File: config.mk
export PLATFORM = sky130hd
export DESIGN_NAME = debug_controller
export DESIGN_NICKNAME = d
export VERILOG_FILES = /design/src/rtl/debug_controller.sv
export SDC_FILE = /design/constraint.sdc
export NUM_CORES = 1
export LEC_CHECK = 0
export CORE_MARGIN = 5
export CORE_UTILIZATION = 52
export CTS_CLUSTER_DIAMETER = 100
export DETAILED_ROUTE_END_ITERATION = 10
export PLACE_DENSITY = 0.84
export SETUP_SLACK_MARGIN = 0.05
export SLEW_MARGIN = 20
export SYNTH_ARGS = -nofsm -noshare
export SYNTH_HDL_FRONTEND = slang
export SYNTH_SLANG_ARGS = --single-unit
File: constraint.sdc
create_clock -name clk -period 6.57 [get_ports clk]
set_input_delay 1.314 -clock clk [delete_from_list [all_inputs] [get_ports clk]]
set_output_delay 1.314 -clock clk [all_outputs]
set_load 0.02 [all_outputs]
File: src/rtl/debug_controller.sv
// Debugger sequencer: loads instruction memory from the byte link,
// runs or single-steps the pipeline, and reports the PC back.
module debug_controller #(
  parameter int          ADDR_W    = 10,
  parameter logic [31:0] HALT_WORD = 32'hFFFF_FFFF,
  parameter logic [7:0]  CMD_LOAD  = 8'h01,
  parameter logic [7:0]  CMD_RUN   = 8'h02,
  parameter logic [7:0]  CMD_STEP  = 8'h03,
  parameter logic [7:0]  CMD_PRST  = 8'h04
) (
  input  logic              clk,
  input  logic              rst,
  input  logic              rx_valid,
  input  logic [7:0]        rx_data,
  input  logic              tx_ready,
  output logic              tx_valid,
  output logic [7:0]        tx_data,
  input  logic [31:0]       pc_in,
  input  logic              halt_detected,
  output logic              pipe_en,
  output logic              pipe_rst,
  output logic              imem_we,
  output logic [ADDR_W-1:0] imem_addr,
  output logic [31:0]       imem_wdata,
  output logic              busy
);

  typedef enum logic [2:0] {
    IDLE, LOAD_BYTE, LOAD_WRITE, RUN, STEP, SEND_PC, PIPE_RST
  } state_t;

  state_t            state, state_nx;
  logic [ADDR_W-1:0] waddr, waddr_nx;
  logic [1:0]        bcnt, bcnt_nx;
  logic [1:0]        scnt, scnt_nx;
  logic [31:0]       word, word_nx;
  logic [31:0]       shadow, shadow_nx;

  always_ff @(posedge clk or posedge rst) begin
    if (rst) begin
      state  <= IDLE;
      waddr  <= '0;
      bcnt   <= '0;
      scnt   <= '0;
      word   <= '0;
      shadow <= '0;
    end else begin
      state  <= state_nx;
      waddr  <= waddr_nx;
      bcnt   <= bcnt_nx;
      scnt   <= scnt_nx;
      word   <= word_nx;
      shadow <= shadow_nx;
    end
  end

  always_comb begin
    state_nx  = state;
    waddr_nx  = waddr;
    bcnt_nx   = bcnt;
    scnt_nx   = scnt;
    word_nx   = word;
    shadow_nx = shadow;
    unique case (state)
      IDLE: begin
        if (rx_valid) begin
          case (rx_data)
            CMD_LOAD: begin
              waddr_nx = '0;
              bcnt_nx  = '0;
              state_nx = LOAD_BYTE;
            end
            CMD_RUN:  state_nx = RUN;
            CMD_STEP: state_nx = STEP;
            CMD_PRST: state_nx = PIPE_RST;
            default:  state_nx = IDLE;
          endcase
        end
      end
      LOAD_BYTE: begin
        if (rx_valid) begin
          // Little-endian assembly: the first byte ends up in [7:0]
          word_nx = {rx_data, word[31:8]};
          bcnt_nx = bcnt + 2'd1;
          if (bcnt == 2'd3)
            state_nx = LOAD_WRITE;
        end
      end
      LOAD_WRITE: begin
        waddr_nx = waddr + 1'b1;
        bcnt_nx  = '0;
        state_nx = (word == HALT_WORD) ? IDLE : LOAD_BYTE;
      end
      RUN: begin
        if (halt_detected) begin
          shadow_nx = pc_in;
          state_nx  = SEND_PC;
        end
      end
      STEP: begin
        shadow_nx = pc_in;
        state_nx  = SEND_PC;
      end
      SEND_PC: begin
        if (tx_ready) begin
          scnt_nx = scnt + 2'd1;
          if (scnt == 2'd3)
            state_nx = IDLE;
        end
      end
      PIPE_RST: state_nx = IDLE;
      default:  state_nx = IDLE;
    endcase
  end

  assign pipe_en    = (state == RUN) || (state == STEP);
  assign pipe_rst   = (state == PIPE_RST);
  assign imem_we    = (state == LOAD_WRITE);
  assign tx_valid   = (state == SEND_PC);
  assign busy       = (state != IDLE);
  assign imem_addr  = waddr;
  assign imem_wdata = word;
  assign tx_data    = 8'(shadow >> {scnt, 3'b000});

endmodule

==> impl_metrics.ini <==
[run_status]
outcome = completed

[pwr]
powerDensity_nw_per_um2 = 412
leakage_nw = 2.14
peakVddDrop_mv = 0.292

[grt]
grt.overflow.total = 0
grt_usage_pct = 20.3
grt_start_max_net_pins = 82
antenna_found_initial = 0
first_global_vias = 2918
grt_first_pass_wirelength_um = 14200

[timing]
timing.clock.skew_ns = 0.0102
slew-limit-headroom_pct = 45.0
fin_tns_setup_ns = 0
layout_setup_ws_ns = 3.03
setup_violations = 0
whs_ns = 0.491
timing_max_transition_violations_final = 0
rsz_0062_raised_after_global_routing = false
tightest_slew_ns = 0.825
timing_hold_violations_final = 0
final_period_minus_worst_setup_slack_ns = 3.54
tcrit_tclk_final_pct = 53.9
fmaxAchievable_mhz = 282

[hold_path]
min_path_type = register to register

[yosys]
synth.top_cells.by_area = dfrtp_1, mux2_2, mux4_2, mux2_1, o21ai_0
synthesized_flop_and_latch_total = 81
synth.distinct_cells = 43
postSynthAreaPerCell_sq_um = 13.1
synth.yosys.seq_area_share_pct = 54.2
synthSimpleGateAreaFrac_pct = 9.68
yosys_warnings = 0
syn_area_sq_um = 3740
yosys-mux-area-fraction_pct = 24.9
synthDominantAreaCellType = dfrtp_1
synth_compound_gate_area_share_pct = 7.06
syn_inst = 285
yosys.area_share.adder_pct = 1.00
combinational_family_with_the_most_area_after_synthesis = multiplexers
synth.net_count = 333
netlist.area_leader.share_pct = 54.2
synthXorXnorAreaFrac_pct = 0.469

[critical_path]
worst-endpoint-arrival_ns = 2.23
worstSetupStartpointType = register
cp_data_required_time_ns = 5.26
critical_path_start_end_classification = register to primary output
setup.worst_path.end_class = primary output
crit_path_max_fanout = 10

[floorplanning]
floorplan.initialDensity_pct = 52.4
num_io_pins = 100
die_w_um = 94.8
die_h_um = 94.8
row_count = 31
fp.dieArea_sq_um = 8980
floorplan.core_area_sq_um = 7140

[drt]
drt-vias-per-instance = 5.58
dr_total_vias = 2716
postRouteWirelength_um = 8500
drt.antenna.violating_nets = 0
detail_route.drc_violations = 0
drt-initial-drc-count = 128
dr.pass1.iters = 4
post_drt_wl_per_cell_um = 17.5

[layout]
multi_input_logic_area_sq_um = 1610
number_of_fillers_in_the_final_layout = 538
drive_above_1_share_pct = 20.4
most_frequent_standard_cell_in_the_layout_excluding_fill_and_tap_cells = clkdlybuf4s50_1
area_delta_synth_final_pct = 35.0
num_antenna_cells = 0
nNetsFinal = 431
final_util_pct = 70.7
register_area_sq_um = 2030
most_used_cells_in_the_layout_excluding_fill_and_tap_cells = clkdlybuf4s50_1, dfrtp_1, mux2_2

[clocking]
cts-root-to-sink-buffers = 2
cts_inserted_buffers = 9
hold_buffers = 0
worstSkewPairLatency_ns = 0.35
post_cts_buffers = 0
cts_htree_levels = 3
cts_root_buf = clkbuf_8
path_clk_slew_ns = 0.09
clock_sinks = 81
cts_tree = built
post_cts_resized = 0

[place]
dp_worst_setup_slack_ns = 3.28
gp_congestion = 0.796
dp.final_hpwl_um = 6080
port_buffers = 99

[run]
timing.max_cap.violations = 0
-- cells in the mapped netlist --
cell and instances:
dfrtp_1 81, mux2_2 50, o21ai_0 17, mux2_1 15, nand4_1 12, nand2_1 10, a21oi_1 9, mux4_2 8
inv_1 7, buf_2 6, nor2_1 5, or4_1 5, and3_1 4, nor3b_1 4, o31ai_1 4, or3_1 4
buf_4 3, clkbuf_1 3, ha_1 3, nand2b_1 3, a211oi_1 2, a31oi_1 2, a41oi_1 2, and4_1 2
buf_1 2, mux2i_1 2, nand3_1 2, nor3_1 2, xnor2_1 2, a21o_1 1, a22oi_1 1, a31o_2 1
a31oi_2 1, and2_1 1, and4bb_1 1, nor2b_1 1, nor3_2 1, nor4_1 1, o21bai_1 1, o221ai_1 1
o22ai_1 1, or2_0 1, or3b_1 1
-- path summary, 6_finish.rpt --
check | start | endpoint | slack [ns] | cells after the start
worst max-delay path | scnt[0] | tx_data[5] | 3.03 | 2
worst min-delay path | shadow[12] | shadow[12] | 0.49 | 1
worst max register to register | state[2] | shadow[21] | 4.24 | 3
worst min register to register | shadow[12] | shadow[12] | 0.49 | 1
max in group asynchronous | rst | state[2] | 4.62 | 3
min in group asynchronous | rst | shadow[27] | 1.48 | 3
-- sequential cells by signal, indices dropped and copies added (netlist names) --
| name | count |
|---|---|
| bcnt | 2 |
| imem_addr | 10 |
| imem_wdata | 32 |
| scnt | 2 |
| shadow | 32 |
| state | 3 |
-- routing by layer --
metal / GRT usage, % / vias up / wire (um)
li1: - / 1271 / -
met4: 7.09 / 0 / 147
met5: 0 / - / 0
met3: 4.06 / 11 / 310
met2: 34.4 / 50 / 4480
met1: 26.0 / 1384 / 3560
-- worst max-delay path, cell delays in order, from the launching register on --
cell and delay (ns):
dfrtp_1 0.73, mux4_2 0.59, clkdlybuf4s50_1 0.56
-- report_power, final --
group          switching (mW)  internal (mW)  total [mW]
registers               0.170          0.682       0.853
logic                   0.351          0.432       0.783
clock network           0.178          0.263       0.440
total                   0.700           1.38        2.08
-- final cells by class --
cell class              instances  share of cell area [%]
inverters                       7                   0.546
multi-input cells             183                    32.0
flip-flops and latches         81                    40.2
well taps                      99                    2.46
clock buffers                  11                    2.80
repair buffers                101                    20.0
clock inverters                 5                    2.03
-- metrics by stage --
step                instance area [sq um]  cells  power [mW]
finish                               5040    487        2.08
global route                         5040    487        2.20
CTS                                  5040    487        2.09
detailed placement                   4800    471        1.65
global placement                     4800    471        1.62
floorplan                            3740    285        1.27
-- cell families after synthesis --
kind of cell               count (synthesis)
AOI/OAI and AO/OA                         43
xor gates and xnor gates                   2
adders and majority gates                  3
buffers and inverters                     21
DFF                                       81
muxes                                     75
and+or+nand+nor                           60
Power figures use the tool's default switching activity.
